--- src/rtl/serial_adder_fsm.sv ---
// -----------------------------------------------------------------------------
// serial_adder_fsm
//
// Bit-serial ripple adder. A single full-adder cell and a registered carry
// step LSB-first over a WIDTH-bit operand pair. A request is made with start
// and answered with a one-cycle done pulse. An operation takes WIDTH+1 clock
// edges from the edge that accepts start to the cycle in which done is high.
//
// Optional feature (macro SERIAL_ADDER_SUB_EN):
//   When defined, the design adds a 'sub' input. With sub=1 the b operand is
//   captured inverted and the carry register starts at ~cin, so the same
//   datapath computes a - b - cin. In that mode cout reads as ~borrow.
//   When the macro is undefined the design adds only. Timing is identical in
//   both builds.
//
// Parameters:
//   WIDTH  operand/result width in bits, 1..32 (default 8)
//
// Ports:
//   clk    in   rising-edge clock
//   rst_n  in   synchronous active-low reset
//   start  in   request; sampled only in IDLE or DONE
//   sub    in   (SERIAL_ADDER_SUB_EN only) 1 = subtract; captured with operands
//   a      in   WIDTH  augend/minuend; captured on accepted start
//   b      in   WIDTH  addend/subtrahend; captured on accepted start
//   cin    in   carry in (borrow in when subtracting); captured on accept
//   busy   out  high while bits are being processed
//   done   out  one-cycle pulse; sum/cout valid
//   sum    out  WIDTH  result; held until the next accepted start
//   cout   out  carry out; held with sum
//
// Handshake: start is a request that is accepted on any rising edge where the
// FSM is in IDLE or DONE and rst_n is high. While busy, start is ignored and
// the operands are not re-sampled. done is high for exactly one cycle per
// completed operation. sum and cout are stable from the done cycle until the
// next accepted start. While busy, sum is shifted in place and carries no
// meaning.
// -----------------------------------------------------------------------------
module serial_adder_fsm #(
  parameter int WIDTH = 8
) (
  input  logic             clk,
  input  logic             rst_n,
  input  logic             start,
`ifdef SERIAL_ADDER_SUB_EN
  input  logic             sub,
`endif
  input  logic [WIDTH-1:0] a,
  input  logic [WIDTH-1:0] b,
  input  logic             cin,
  output logic             busy,
  output logic             done,
  output logic [WIDTH-1:0] sum,
  output logic             cout
);

  // The counter is one bit wider than strictly needed. It therefore reaches
  // WIDTH on the final edge without wrapping.
  localparam int CW = $clog2(WIDTH) + 1;
  localparam logic [CW-1:0] LAST_BIT = CW'(WIDTH - 1);

  typedef enum logic [1:0] {
    IDLE  = 2'd0,
    SHIFT = 2'd1,
    DONE  = 2'd2
  } state_t;

  state_t           state, state_nx;
  logic [WIDTH-1:0] a_sr, a_sr_nx;
  logic [WIDTH-1:0] b_sr, b_sr_nx;
  logic [WIDTH-1:0] sum_nx;
  logic             carry, carry_nx;
  logic [CW-1:0]    cnt, cnt_nx;
  logic             busy_nx, done_nx, cout_nx;

  // Operand values as they enter the datapath. When subtracting, b is
  // inverted and the carry starts at ~cin. The result is then
  // a + ~b + ~cin = a - b - cin (mod 2^WIDTH).
  logic [WIDTH-1:0] b_cap;
  logic             carry_cap;

`ifdef SERIAL_ADDER_SUB_EN
  assign b_cap     = sub ? ~b   : b;
  assign carry_cap = sub ? ~cin : cin;
`else
  assign b_cap     = b;
  assign carry_cap = cin;
`endif

  // One full-adder cell on the current LSBs.
  logic s_bit, c_bit;
  assign s_bit = a_sr[0] ^ b_sr[0] ^ carry;
  assign c_bit = (a_sr[0] & b_sr[0]) | (a_sr[0] & carry) | (b_sr[0] & carry);

  // Next-state and datapath logic.
  always_comb begin
    state_nx = state;
    a_sr_nx  = a_sr;
    b_sr_nx  = b_sr;
    sum_nx   = sum;
    carry_nx = carry;
    cnt_nx   = cnt;
    busy_nx  = busy;
    done_nx  = 1'b0;
    cout_nx  = cout;

    case (state)
      // IDLE and DONE accept a request in the same way. This lets
      // back-to-back operations issue from the done cycle.
      IDLE, DONE: begin
        if (start) begin
          a_sr_nx  = a;
          b_sr_nx  = b_cap;
          carry_nx = carry_cap;
          cnt_nx   = '0;
          busy_nx  = 1'b1;
          state_nx = SHIFT;
        end else begin
          busy_nx  = 1'b0;
          state_nx = IDLE;
        end
      end

      SHIFT: begin
        a_sr_nx  = a_sr >> 1;
        b_sr_nx  = b_sr >> 1;
        // The new bit enters at the MSB. After WIDTH shifts, bit 0 of the
        // result sits at the LSB. This form also works for WIDTH=1.
        sum_nx   = (sum >> 1) | (WIDTH'(s_bit) << (WIDTH - 1));
        carry_nx = c_bit;
        cnt_nx   = cnt + 1'b1;
        if (cnt == LAST_BIT) begin
          busy_nx  = 1'b0;
          done_nx  = 1'b1;
          cout_nx  = c_bit;
          state_nx = DONE;
        end
      end

      default: begin
        busy_nx  = 1'b0;
        state_nx = IDLE;
      end
    endcase
  end

  // State and datapath registers. Reset clears everything, which aborts any
  // operation in flight without a done pulse.
  always_ff @(posedge clk) begin
    if (!rst_n) begin
      state <= IDLE;
      a_sr  <= '0;
      b_sr  <= '0;
      sum   <= '0;
      carry <= 1'b0;
      cnt   <= '0;
      busy  <= 1'b0;
      done  <= 1'b0;
      cout  <= 1'b0;
    end else begin
      state <= state_nx;
      a_sr  <= a_sr_nx;
      b_sr  <= b_sr_nx;
      sum   <= sum_nx;
      carry <= carry_nx;
      cnt   <= cnt_nx;
      busy  <= busy_nx;
      done  <= done_nx;
      cout  <= cout_nx;
    end
  end

endmodule

--- config.mk ---
export PLATFORM = sky130hd
export DESIGN_NAME = serial_adder_fsm
export DESIGN_NICKNAME = d
export VERILOG_FILES = /design/src/rtl/serial_adder_fsm.sv
export SDC_FILE = /design/constraint.sdc
export NUM_CORES = 1
export LEC_CHECK = 0
export ABC_AREA = 1
export CAP_MARGIN = 30
export CORE_MARGIN = 2
export CORE_UTILIZATION = 50
export DETAILED_ROUTE_END_ITERATION = 6
export GPL_TIMING_DRIVEN = 0
export PLACE_DENSITY = 0.76
export SLEW_MARGIN = 10
export SYNTH_ARGS = -nofsm -noshare
export SYNTH_HDL_FRONTEND = slang
export SYNTH_SLANG_ARGS = --single-unit
--- constraint.sdc ---
create_clock -name clk -period 1.6 [get_ports clk]
set_clock_uncertainty 0.15 [all_clocks]
set_input_delay 0.4 -clock clk [delete_from_list [all_inputs] [get_ports clk]]
set_output_delay 0.4 -clock clk [all_outputs]
set_load 0.02 [all_outputs]
After elaboration in Yosys (flattened, before gate mapping):

Index checks and enable logic that the tools add are counted.

* bits in registers: 34
* bits in latches: 0
* bits in writable memories: 0
* memory bits (read-only): 0
* input bits: 20
* output and inout port bits: 11
* logic and storage cells: 44
* memories kept: 0

* add/sub/neg operators: 1
* multiply operators: 0
* div/mod/pow operators: 0
* $lt $le $gt $ge: 0
* equality and inequality tests: 5
* shifts and indexed selects: 0
* multiplexer cells: 15
* bitwise logic cells: 8
* reduce and logical (&&, ||, !) cells: 6

Operators by type and width (count)
* $pmux 8 s2: 2
* $mux 8: 2
* $or 7x8->8: 1
* $pmux 4 s2: 1
* $reduce_and 2->1: 3
* $mux 1: 5
* $add 4x1->4 const B: 1
* $eq 4x3->1 const B: 1
* $mux 4: 1
* $ne 2x2->1 const B: 2
* $pmux 1 s2: 2
* $pmux 2 s2: 1
* $and 1x1->1: 3
* $eq 2x1->1 const B: 1
* $eq 2x2->1 const B: 1
* $logic_not 2->1: 1
* $mux 2: 1
* $or 1x1->1: 2
* $reduce_bool 2->1: 1
* $reduce_or 2->1: 1
* $xor 1x1->1: 2

Longest topological paths before layout:

Gate-level depths: netlist (run 1).

* depth in word-level cells: 4
* gate-level depth with buffers: 7
* depth with buffers taken out: 6

Worst setup path after synthesis (run 1):

Ideal clock, no wire load.

* path type: flip-flop to flip-flop
* from: register, netlist name busy
* to: register sum[2]
* library setup time: 113 ps
* arrival time: 1064 ps
* required time: 1337 ps
* slack: 273 ps
* cell stages (with the launch flop): 7
* path buffers: 3
* clock period less this slack: 1327 ps
* cell sequence: dfxtp_1 -> buf_6 -> nand2_2 -> buf_6 -> buf_12 -> o21ai_1 -> nor2_1

RTL lines
* to (signal assigned): RTL line 164 `sum <= sum_nx;`
* to (decl): RTL line 53 `output logic [WIDTH-1:0] sum,`

Worst setup path in the final report (run 1):

* from: register sum[2]
* to: output sum[2]

No word-level cell between the ends.

==> metrics.md, run 1 <==
| Metric | Value |
|---|---|
| Detailed Route WL | around 3.5 mm |
| Via density | approximately 5.1 |
| Worst rel slew slack | 0.6390 |
| CP Cell Sequence | dlygate4sd2_1 |
| Number of H-tree levels | 2 |
| Hold WC Path Type | in2reg |
| Final Wtd Congestion | 0.7751 |
| Post-route minimum period | between 1.5 and 2 ns |
| Critical-path top delay cell | dfxtp_1 |
| Layout cell share with drive strength beyond 1 | 0.1399 |
| Fin crit share | 0.9806 |
| Die Wd | 60.04 um |
| Total Power | roughly 1.7 mW |
| Mux cell area share after synthesis | 0 |
| Setup TNS Final | 0 ns |
| Critical path startpoint category | register |
| Worst Path Buf+Inv | 1 |
| Initial antenna violation count | 0 |
| Netlist cell types | 24 |
| Worst path top cell family by delay | flip-flops |
| Simple-gate area share of the yosys netlist | 0.3179 |
| Post-place setup slack | -0.2381 ns |
| Worst endpoint required time | around 1.1 ns |
| Number of remaining DRC errors | 0 |
| Reg power frac | 0.519 |
| Global-route wire length before repair | between 5 and 6 mm |
| Grt total ovfl | 0 |
| Clock Tree Root | clkbuf_4 |
| IO Port Bufs | 29 |
| Power per cell area | about 900 mW/mm^2 |
| Status | finished clean |
| Max-cap viol count | 0 |
| Logic pwr share | 0.200 |
| Worst EP arrival | slightly above 1 ns |
| # IOs | 31 |
| Max stage delay on crit path | between 0.3 and 0.4 ns |
| Clk Latency, worst-skew pair | between 0.3 and 0.4 ns |
| CTS tree | done |
| Kind of critical path | reg2out |
| Commonest non-fill, non-tap cell in the layout | nand3_1 |
| DPL Wire Length | 2.459 mm |
| CTS Buf Count | 5 |
| Yosys warns | 0 |
| Hold buffer count at cts | 0 |
| Synth Instances | 207 |
| Total GRT Usage | 0.2204 |
| DR iter-0 viols | 72 |
| P_sw | around 510 uW |
| Post-Synth Adder-Cell Area | 0.02072 |
| Cell area after placement | about 0.0019 sq mm |
| RSZ-0062 raised after global routing | no |
| Bufs on Longest Clock Path | 2 |
| WHS | 0.3084 ns |
| Largest family of logic cells by synthesized area | simple AND/OR/NAND/NOR gates |
| Cell-internal power | approximately 1.2 mW |
| Number of iterations in the first detailed-routing pass | 4 |
| Final ANT Viol Nets | 0 |
| Starting Density | 0.5186 |
| Diode count | 0 |
| Least-Margin Pin Slew | 0.5415 ns |
| Core ar. | 0.003028 sq mm |
| Peak VDD IR | about 0.56 mV |
| Post-Syn Area | ~0.0016 sq mm |
| Type of destination of the critical path | output port |
| Design area | between 0.0015 and 0.002 sq mm |
| Power share of the clock group | 0.281 |
| Clock transition at path regs | around 0.11 ns |
| Yosys reg bits | 33 |
| Final Worst Setup Slack | 0.03107 ns |
| Commonest cells after routing, fill and taps aside | nand3_1, dfxtp_1, nand2_1 |
| Area growth syn-to-layout | 24.38% |
| Die span in y | approximately 60 um |
| Fin nets | 265 |
| FMAX | 637.4 MHz |
| Full die area | between 0.003 and 0.004 sq mm |
| Pin count of the biggest net entering global routing | 11 |
| Final setup fails | 0 |
| WL/cell | between 10 and 15 um |
| Max Slew Vio Count | 0 |
| Vias | about 1500 |
| Count of final hold-check violations | 0 |
| Syn Nets | 229 |
| Static leakage | between 0.8 and 0.9 nW |
| Avg Cell Area, Syn | around 7.6 sq um |
| CTS sink cnt | 33 |
| FP Rows | 20 |
| Vias in the first global route | 1338 |
| Sequential share of the synthesized area | 0.4207 |
| Crit Path Max Fanout | 3 |
| Post-Synth XOR/XNOR Area | 0 |
| Compound-gate portion of the synthesized area | 0.1131 |
| Sw Share | 0.2913 |
[timing repair]
action	in CTS	in global routing
setup endpoints to repair	11	10
gates resized for setup	13	11
buffers inserted	0	0
pin swaps	0	0
[power groups by stage]
stage	registers [mW]	clock network, mW	logic, mW
after detailed placement	0.927	0	0.362
after floorplan	0.945	0	0.208
after CTS	0.907	0.493	0.352
after global routing	0.915	0.531	0.384
after global placement	0.926	0	0.359
final	0.908	0.491	0.349
[cells in the mapped netlist (all sizes together)]
cell / count / area share
a21oi: 21 / 0.076
buf: 12 / 0.071
clkbuf: 3 / 0.0072
dfxtp: 33 / 0.42
fa: 1 / 0.013
ha: 1 / 0.0080
inv: 20 / 0.049
nand2: 29 / 0.076
nand3: 52 / 0.18
nand4: 1 / 0.0040
nor2: 23 / 0.060
o21a: 1 / 0.0048
o21ai: 10 / 0.032
[stage by stage]
stage,utilization,cells
after floorplan,-,207
after global placement,0.6326,280
after detailed placement,0.6326,280
after CTS,0.6471,287
after global routing,0.6450,287
final,0.6450,287
[layer usage]
| layer | up-vias | wire [um] | track usage |
|---|---|---|---|
| li1 | 751 | - | - |
| met1 | 661 | 1720 | 0.2863 |
| met2 | 37 | 1553 | 0.3276 |
| met3 | 10 | 173 | 0.06061 |
| met4 | 0 | 85 | 0.1238 |
| met5 | - | 0 | 0 |
[path summary, 6_finish.rpt]
path                         from              endpoint  slack, ns  cells after the start
min                         start  a_sr[6]$_SDFFE_PN0P_       0.31                      5
max reg2reg   cnt[0]$_SDFFE_PN0P_     cout$_SDFFE_PN0P_       0.19                      6
max           sum[2]$_SDFFE_PN0P_                sum[2]       0.03                      1
min reg2reg  b_sr[7]$_SDFFE_PN0P_  b_sr[7]$_SDFFE_PN0P_       0.33                      2
[kinds of logic (layout without fill, tap and decap cells)]
family,Yosys count,in the layout
DFF,33,33
and+or+nand+nor,105,105
adders and majority gates,2,2
AOI/OAI and AO/OA,32,32
buffers and inverters,35,71
[state kept, by name (all words and copies together) (netlist names)]
| signal | cells |
|---|---|
| cnt | 4 |
| cout | 1 |
| busy | 1 |
| carry | 1 |
| sum | 8 |
| state | 1 |
| a_sr | 8 |
| b_sr | 8 |
| done | 1 |
[final cells by class]
class / count / area [sq um]
flip-flops and latches: 33 / 660.6
inverters: 20 / 77.57
repair buffers: 29 / 272.8
multi-input cells: 139 / 709.4
well taps: 44 / 55.05
plain buffers: 15 / 122.6
clock buffers: 7 / 55.05
fillers: 290 / 1075
Power figures use the tool's default switching activity.
==> run 2, diff against run 1 <==
--- a/config.mk
+++ b/config.mk
@@ -7,7 +7,7 @@
 export LEC_CHECK = 0
 export ABC_AREA = 1
 export CAP_MARGIN = 30
-export CORE_MARGIN = 2
+export CORE_MARGIN = 3
 export CORE_UTILIZATION = 50
 export DETAILED_ROUTE_END_ITERATION = 6
 export GPL_TIMING_DRIVEN = 0
==> metrics.md, run 2 (synthesized netlist as in run 1, its figures left out) <==
| Metric | Value |
|---|---|
| Post-route minimum period | between 1.5 and 2 ns |
| Least-Margin Pin Slew | ~0.51 ns |
| IO Port Bufs | 29 |
| Cell area after placement | 0.001913 sq mm |
| Fin crit share | 0.9619 |
| Max-cap viol count | 0 |
| Worst path top cell family by delay | flip-flops |
| FILL cells | 270 |
| Hold EP | a_sr[7]$_SDFFE_PN0P_ |
| Worst reg-to-reg path cell count | 6 |
| Count of final hold-check violations | 0 |
| Grt total ovfl | 0 |
| Critical-path top delay cell | dfxtp_1 |
| CTS sink cnt | 33 |
| Pin count of the biggest net entering global routing | 11 |
| Status | finished clean |
| Clk Latency, worst-skew pair | approximately 0.34 ns |
| Worst Path Buf+Inv | 1 |
| Starting Density | 0.5459 |
| Global-route wire length before repair | approximately 6.3 mm |
| Power per cell area | between 900 and 1000 mW/mm^2 |
| Total Power | around 1.7 mW |
| Final setup fails | 0 |
| Regs by FF count | a_sr: 8 flops, b_sr: 8 flops, sum: 8 flops |
| Kind of critical path | reg2out |
| Worst EP arrival | around 0.99 ns |
| DPL Wire Length | roughly 2.7 mm |
| Peak VDD IR | ~0.56 mV |
| FP Rows | 19 |
| Final ANT Viol Nets | 0 |
| Hold Path Cell Cnt | 5 |
| Max stage delay on crit path | ~0.33 ns |
| Post-place setup slack | -0.2221 ns |
| Diode count | 0 |
| Full die area | 0.003849 sq mm |
| Design area | ~0.0019 sq mm |
| RSZ-0062 raised after global routing | no |
| Area growth syn-to-layout | 22.15% |
| RR Startpoint | cnt[0]$_SDFFE_PN0P_ |
| Bufs on Longest Clock Path | 2 |
| Commonest non-fill, non-tap cell in the layout | nand3_1 |
| WL/cell | 13.26 um |
| Vias in the first global route | between 1000 and 1500 |
| Type of destination of the critical path | output port |
| CTS Buf Count | 5 |
| # IOs | 31 |
| CTS tree | done |
| Final Worst Setup Slack | slightly above 0.06 ns |
| FF-to-FF End | cout$_SDFFE_PN0P_ |
| Fin nets | between 200 and 300 |
| Setup TNS Final | 0 ns |
| Initial antenna violation count | 0 |
| Clock Tree Root | clkbuf_4 |
| Die span in y | between 60 and 70 um |
| Reg2Reg Setup Slack | 0.18 ns |
| Die Wd | 62.04 um |
| Number of remaining DRC errors | 0 |
| Hold WC Path Type | in2reg |
| Crit Path Max Fanout | 1 |
| CP Cell Sequence | clkdlybuf4s15_1 |
| Core Util, Final | 0.6668 |
| Static leakage | 0.8168 nW |
| Clock transition at path regs | roughly 0.10 ns |
| Number of H-tree levels | 2 |
| FMAX | about 650 MHz |
| Critical path startpoint category | register |
| Core ar. | between 0.002 and 0.003 sq mm |
| Final Wtd Congestion | 0.7863 |
| Worst rel slew slack | 0.6625 |
| Layout cell share with drive strength beyond 1 | 0.1687 |
| Worst endpoint required time | between 1 and 1.5 ns |
| Via density | around 5.3 |
| Number of iterations in the first detailed-routing pass | 4 |
| DR iter-0 viols | 144 |
| Hold wc startpoint | start |
| Vias | between 1500 and 2000 |
| Max Slew Vio Count | 0 |
| Total GRT Usage | 0.2290 |
| Detailed Route WL | between 3 and 4 mm |
| Commonest cells after routing, fill and taps aside | nand3_1, dfxtp_1, nand2_1 |
-- run 2: cell types whose count changed in the layout (fill, tap and decap cells not counted), sizes merged --
cell,delta
buf,-1
clkbuf,+8
clkdlybuf4s15,-5
dlygate4sd2,-2
-- run 2: repair_timing --
action | CTS | global route
gates resized for setup | 16 | 16
setup endpoints to repair | 11 | 11
hold buffers | 0 | 0
setup buffers | 0 | 0
pin swaps | 0 | 0
-- run 2: final cells by class --
type	instances	area, sq um	share of cell area
repair buffers	29	240.2	0.1252
flip-flops and latches	33	660.6	0.3444
well taps	42	52.55	0.02740
plain buffers	15	122.6	0.06393
clock buffers	7	55.05	0.02870
multi-input cells	139	709.4	0.3699
inverters	20	77.57	0.04044
-- run 2: per-layer routing --
layer | track usage | vias to the layer above | part of all wire
met5 | 0 | - | 0
met4 | 0.09394 | 0 | 0.015
met3 | 0.08678 | 7 | 0.064
met2 | 0.3595 | 42 | 0.49
met1 | 0.2809 | 713 | 0.43
li1 | - | 751 | -
-- run 2: through the flow --
step	cells	hold slack, ns
finish	285	0.3109
global route	285	0.3108
CTS	285	0.2981
detailed placement	278	0.3205
global placement	278	0.3080
floorplan	207	0.3026
-- run 2: where the power goes --
part	internal, mW	switching [mW]	total (mW)
registers	0.874	0.0366	0.911
logic	0.152	0.196	0.348
clock network	0.207	0.281	0.488
total	1.23	0.514	1.75
-- run 2: worst max-delay path by stage --
stage,from,endpoint,slack (ns),cells after the start
3_5_place_dp,rst_n,b_sr[3]$_SDFFE_PN0P_,-0.22,4
6_report,done$_SDFF_PN0_,done,0.06,1
3_3_place_gp,rst_n,a_sr[0]$_SDFFE_PN0P_,-0.18,4
2_1_floorplan,busy$_SDFFE_PN0P_,sum[2]$_SDFFE_PN0P_,0.27,6
4_1_cts,sum[4]$_SDFFE_PN0P_,sum[4],0.0007,1
5_1_grt,done$_SDFF_PN0_,done,0.01,1
